### config.mk
export PLATFORM = sky130hd
export DESIGN_NAME = pipe_addsub_rca_flat
export DESIGN_NICKNAME = d
export VERILOG_FILES = /design/src/rtl/pipe_addsub_rca_pkg.sv /design/src/rtl/pipe_addsub_rca_if.sv /design/src/rtl/pipe_addsub_rca_chunk.sv /design/src/rtl/pipe_addsub_rca.sv /design/src/flat_wrapper.sv
export SDC_FILE = /design/constraint.sdc
export NUM_CORES = 1
export LEC_CHECK = 0
export CAP_MARGIN = 20
export CORE_MARGIN = 4
export CORE_UTILIZATION = 30
export CTS_CLUSTER_SIZE = 25
export DETAILED_ROUTE_END_ITERATION = 12
export HOLD_SLACK_MARGIN = 0.15
export PLACE_DENSITY = 0.56
export SETUP_SLACK_MARGIN = 0.05
export SLEW_MARGIN = 20
export SYNTH_ARGS = -nofsm -noshare
export SYNTH_HDL_FRONTEND = slang
export SYNTH_HIERARCHICAL = 1
export SYNTH_SLANG_ARGS = --single-unit
### constraint.sdc
create_clock -name clk -period 6.4 [get_ports clk]
set_input_delay 1.92 -clock clk [delete_from_list [all_inputs] [get_ports clk]]
set_output_delay 1.92 -clock clk [all_outputs]
set_load 0.02 [all_outputs]
### src/rtl/pipe_addsub_rca_pkg.sv
// pipe_rca_pkg: chunk geometry helpers for the pipelined ripple-carry adder/subtractor
// Functions: chunk_width (bits per stage), chunk_lo/chunk_hi (bit bounds of chunk k)
package pipe_rca_pkg;

  function automatic int chunk_width(input int w, input int stages);
    return (w + stages - 1) / stages;
  endfunction

  function automatic int chunk_lo(input int k, input int cw);
    return k * cw;
  endfunction

  function automatic int chunk_hi(input int k, input int cw, input int w);
    return (((k + 1) * cw < w) ? (k + 1) * cw : w) - 1;
  endfunction

endpackage

### src/rtl/pipe_addsub_rca_if.sv
// pipe_addsub_rca_if: operand/result handshake bundle for pipe_addsub_rca
// master: in_valid, a, b, sub, out_ready out; in_ready, out_valid, out in
// slave:  mirror of master
interface pipe_addsub_rca_if #(parameter int N = 6);
  logic         in_valid;
  logic         in_ready;
  logic [N-1:0] a;
  logic [N-1:0] b;
  logic         sub;
  logic         out_valid;
  logic         out_ready;
  logic [N:0]   out;
  modport master (output in_valid, a, b, sub, out_ready, input in_ready, out_valid, out);
  modport slave (input in_valid, a, b, sub, out_ready, output in_ready, out_valid, out);
endinterface

### src/rtl/pipe_addsub_rca_chunk.sv
// rca_chunk: CW-bit combinational ripple-carry adder built from full adders
// Ports: x, y (operand chunks), cin (carry in), sum (chunk sum), cout (carry out)
module rca_chunk
  import pipe_rca_pkg::*;
#(
  parameter int CW = 2
) (
  input  logic [CW-1:0] x,
  input  logic [CW-1:0] y,
  input  logic          cin,
  output logic [CW-1:0] sum,
  output logic          cout
);
  logic [CW:0] c;
  assign c[0] = cin;
  for (genvar i = 0; i < CW; i++) begin : g_fa
    assign sum[i]   = x[i] ^ y[i] ^ c[i];
    assign c[i + 1] = (x[i] & y[i]) | (c[i] & (x[i] ^ y[i]));
  end
  assign cout = c[CW];
endmodule

### src/rtl/pipe_addsub_rca.sv
// pipe_addsub_rca: pipelined N+1-bit ripple-carry add/subtract with valid/ready flow control
// Ports: clk, rst_n (sync active-low), bus (slave: in_valid/in_ready/a/b/sub in, out_valid/out_ready/out)
module pipe_addsub_rca
  import pipe_rca_pkg::*;
#(
  parameter int N      = 6,
  parameter int STAGES = 3,
  parameter bit SIGNED = 1'b1
) (
  input logic              clk,
  input logic              rst_n,
  pipe_addsub_rca_if.slave bus
);
  localparam int W  = N + 1;
  localparam int CW = chunk_width(W, STAGES);
  if (STAGES < 1 || STAGES > W || chunk_lo(STAGES - 1, CW) >= W) begin : g_bad
    $error("pipe_addsub_rca: STAGES out of range or leaves an empty chunk");
  end
  logic         en;
  logic [W-1:0] a_ext, b_ext;
  logic         v_q  [STAGES];
  logic         cy_q [STAGES];
  logic [W-1:0] a_q  [STAGES];
  logic [W-1:0] b_q  [STAGES];
  logic [W-1:0] s_q  [STAGES];
  // A single global enable: a stalled output freezes every stage, bubbles included.
  assign en            = ~v_q[STAGES-1] | bus.out_ready;
  assign bus.in_ready  = en;
  assign bus.out_valid = v_q[STAGES-1];
  assign bus.out       = s_q[STAGES-1];
  assign a_ext = {SIGNED & bus.a[N-1], bus.a};
  // Subtraction as a + ~b + 1: the +1 enters as the stage-0 carry-in.
  assign b_ext = {SIGNED & bus.b[N-1], bus.b} ^ {W{bus.sub}};
  for (genvar k = 0; k < STAGES; k++) begin : g_st
    localparam int LO = chunk_lo(k, CW);
    localparam int HI = chunk_hi(k, CW, W);
    logic [HI-LO:0] x, y, sum;
    logic           v_in, ci, co;
    logic [W-1:0]   a_in, b_in, s_in, s_d;
    if (k == 0) begin : g_head
      assign {v_in, ci, a_in, b_in, s_in} = {bus.in_valid, bus.sub, a_ext, b_ext, {W{1'b0}}};
    end else begin : g_body
      assign {v_in, ci, a_in, b_in, s_in} = {v_q[k-1], cy_q[k-1], a_q[k-1], b_q[k-1], s_q[k-1]};
    end
    assign x = a_in[HI:LO];
    assign y = b_in[HI:LO];
    rca_chunk #(.CW(HI - LO + 1)) u_rca (
      .x    (x),
      .y    (y),
      .cin  (ci),
      .sum  (sum),
      .cout (co)
    );
    // Lower chunks ride along from earlier stages; this stage fills in its own slice.
    always_comb begin
      s_d        = s_in;
      s_d[HI:LO] = sum;
    end
    always_ff @(posedge clk) begin
      if (!rst_n) begin
        v_q[k]  <= 1'b0;
        cy_q[k] <= 1'b0;
        a_q[k]  <= '0;
        b_q[k]  <= '0;
        s_q[k]  <= '0;
      end else if (en) begin
        v_q[k]  <= v_in;
        cy_q[k] <= co;
        a_q[k]  <= a_in;
        b_q[k]  <= b_in;
        s_q[k]  <= s_d;
      end
    end
  end
endmodule

### src/flat_wrapper.sv
// flat-port wrapper written by rule: the top's interface ports become plain ports
module pipe_addsub_rca_flat import pipe_rca_pkg::*;
#(
  parameter int N      = 6,
  parameter int STAGES = 3,
  parameter bit SIGNED = 1'b1
)
  (clk, rst_n, bus_in_valid, bus_a, bus_b, bus_sub, bus_out_ready, bus_in_ready, bus_out_valid, bus_out);
  pipe_addsub_rca_if #(.N(N)) bus_i ();
  input logic clk;
  input logic rst_n;
  input wire logic [$bits(bus_i.in_valid)-1:0] bus_in_valid;
  input wire logic [$bits(bus_i.a)-1:0] bus_a;
  input wire logic [$bits(bus_i.b)-1:0] bus_b;
  input wire logic [$bits(bus_i.sub)-1:0] bus_sub;
  input wire logic [$bits(bus_i.out_ready)-1:0] bus_out_ready;
  output wire logic [$bits(bus_i.in_ready)-1:0] bus_in_ready;
  output wire logic [$bits(bus_i.out_valid)-1:0] bus_out_valid;
  output wire logic [$bits(bus_i.out)-1:0] bus_out;
  assign bus_i.in_valid = bus_in_valid;
  assign bus_i.a = bus_a;
  assign bus_i.b = bus_b;
  assign bus_i.sub = bus_sub;
  assign bus_i.out_ready = bus_out_ready;
  assign bus_in_ready = bus_i.in_ready;
  assign bus_out_valid = bus_i.out_valid;
  assign bus_out = bus_i.out;
  pipe_addsub_rca #(.N(N), .STAGES(STAGES), .SIGNED(SIGNED)) u_core (.clk(clk), .rst_n(rst_n), .bus(bus_i));
endmodule
==> impl_metrics.csv <==
group,metric,value,unit
synthesis,syn_inst,101,
worst_setup_path,arrival,3110,ps
min_path,min_path_type,"register to register",
clocking,root_buffer,"clkbuf_8",
die,dieArea,6040,um2
worst_setup_path,reg2regPathDepth,8,
die,die_h,77.7,um
pwr,irDropWorstVdd,70.9,uV
cells_and_area,n_fill_cell,470,
timing,fin_crit_sh,78.6,%
timing,hold_viol,0,
grt,grt_pass1_wl,3.66,mm
timing,hold_ws,458,ps
timing,worst_pin_slew,799,ps
worst_setup_path,crit_top_cell,"clkdlybuf4s50_1",
min_path,hold_path_startpoint,"u_core/v_q[1]",
worst_setup_path,crit_path_max_fanout,2,
timing,clock_skew,3.53,ps
placed_design,port_buffers,25,
cells_and_area,area_growth,25.3,%
route,wirelength,2.07,mm
timing,maxSlewHeadroom,46.6,%
placed_design,post-place-cells,187,
cells_and_area,antenna_cells,0,
clocking,clk_pin_slew_worst_paths,60,ps
die,ios,26,
route,drt-wirelength-per-cell,10.6,um
synthesis,netlist_top_cells_area,"edfxtp_1 58%, and3b_1 14%, fa_1 9.6%, inv_1 5.4%, buf_6 3.1%",
grt,grt_max_degree,31,
worst_setup_path,rrSetupSlack,4450,ps
synthesis,ys_seq_area_share,59.1,%
grt,antenna_found_initial,0,
worst_setup_path,critPathBufInv,3,
placed_design,postPlaceCellArea,1740,um2
timing,setup_tns,0,ps
synthesis,synth.distinct_cells,15,
timing,max_freq,199,MHz
timing,fin_crit,5030,ps
worst_setup_path,crit_chain,"clkdlybuf4s50_1 -> nor2b_4 -> inv_1 -> clkdlybuf4s50_1",
synthesis,synth_seq_cells,29,
synthesis,synth_warnings,6,
worst_setup_path,critPathLaunchType,"input port",
synthesis,synthesis.area,1460,um2
worst_setup_path,critical_path_required,4480,ps
clocking,clock-sinks,29,
route,vias,782,
worst_setup_path,crit_type,"input port to output pin",
cells_and_area,post-route-util,38.7,%
cells_and_area,final_nets,151,
route,vias_per_cell,4.01,
worst_setup_path,cpLargestDelayFamily,"buffers and inverters",
worst_setup_path,cp-end-kind,"output pin",
worst_setup_path,reg2reg_from,"u_core/b_q[0][3]",
clocking,h-tree-depth,2,
synthesis,syn_avg_cell_area,14.4,um2
cells_and_area,final_cells,195,
route,drtAntennaViolNets,0,
worst_setup_path,r2r-end,"u_core/s_q[1][5]",
synthesis,yosys.area.top_type_share,57.7,%
die,coreArea,4720,um2
clocking,cts_buffers,5,
clocking,ctsResizeCount,0,
synthesis,synth_nets,125,
synthesis,yosysTopAreaCell,"edfxtp_1",
timing,finalSetupViolations,0,
min_path,hold_end,"u_core/v_q[2]",
grt,globalRouteOverflowTotal,0,
placed_design,place.gp.congestion,0.677,
clocking,postCtsSetupRepairBufs,0,
timing,drv_slew,0,
worst_setup_path,slowest_delay,590,ps
route,drcViolationCount,0,
clocking,hold_buffers,0,
pwr,power.density,237,nW/um2
status,status,"complete, no violations",
cells_and_area,fin_area,1830,um2
pwr,leakage,0.814,nW
die,initial_core_util,30.9,%
grt,grt_pass1_vias,838,
clocking,clk_latency,270,ps
clocking,cts_buffer_depth,2,
cells_and_area,drive_gt1_share,8.59,%
die,die_w,77.7,um
clocking,cts_tree,"built",
die,row_count,25,
min_path,holdPathStages,1,
job,drv_cap,0,
route,firstDrtPassIters,2,
route,initialDrtViolationCount,30,
placed_design,dp_hpwl,1.41,mm
worst_setup_path,cp_slowest_cell,"clkdlybuf4s50_1",
grt,grt.total_usage,8.08,%
timing,grt_setup_unrepaired,"false",
## layer usage
layer / vias to the layer above / GRT usage, % / share of wire, %
met1: 372 / 8.40 / 40
li1: 383 / - / -
met4: 0 / 3.74 / 2.3
met5: - / 0 / 0
met3: 6 / 4.99 / 7.8
met2: 21 / 12.8 / 50
## cell families after synthesis
group	after synthesis	share of synthesized area [%]
simple gates	30	17.9
flops	29	59.1
buf+inv	28	9.36
fa+ha+maj	7	9.61
xor+xnor	6	3.61
compound gates	1	0.515
## final cells by class
type | count | area, um2 | share of cell area [%]
flip-flops and latches | 29 | 861 | 47.1
multi-input cells | 44 | 463 | 25.3
repair buffers | 26 | 258 | 14.1
well taps | 67 | 83.8 | 4.59
inverters | 21 | 78.8 | 4.32
clock buffers | 6 | 72.6 | 3.97
clock inverters | 2 | 10.0 | 0.548
## Yosys cell counts, drive strengths merged
master and number:
dfxtp 1, nand2 1, and3b 25, fa 7, nor3b 3, clkbuf 2, o21a 1, xnor2 3
edfxtp 28, inv 21, nor2b 1, buf 5, xor2 3
## worst max path at each step
stage             startpoint            to  slack [ps]  depth (start not counted)
6_report       bus_out_ready  bus_in_ready        1370                          4
5_1_grt        bus_out_ready  bus_in_ready        1330                          4
4_1_cts        bus_out_ready  bus_in_ready        1360                          4
3_5_place_dp   bus_out_ready  bus_in_ready        1370                          4
3_3_place_gp   bus_out_ready  bus_in_ready        1370                          4
2_1_floorplan  bus_out_ready  bus_in_ready        2200                          3
## metrics by stage
stage | total power, mW | worst slack, ps
after detailed placement | 0.301 | 1370
after floorplan | 0.276 | 2200
after CTS | 0.443 | 1360
after global placement | 0.297 | 1370
final | 0.434 | 1370
after global routing | 0.464 | 1330
## flip-flops by register name, indices dropped and copies added (netlist names)
| name | cells |
|---|---|
| u_core/a_q | 4 |
| u_core/b_q | 4 |
| u_core/cy_q | 2 |
| u_core/s_q | 16 |
| u_core/v_q | 3 |
## power breakdown
part           internal [mW]  leakage (nW)  total (mW)  switching, mW
combinational         0.0336         0.432      0.0614         0.0277
clock                 0.0750        0.0450       0.138         0.0633
sequential             0.229         0.338       0.234        0.00485
total                  0.338         0.814       0.434         0.0959
## cell usage in the layout, fill, tap and decap left out, drive strengths merged
cell and instances:
nor3b 3, buf 1, dfxtp 1, nor2b 1
clkbuf 6, and3b 25, fa 7, o21a 1
xor2 3, xnor2 3, clkdlybuf4s50 25, inv 21
nand2 1, clkinv 2, edfxtp 28
No activity file was read; power rests on OpenSTA's default activity.
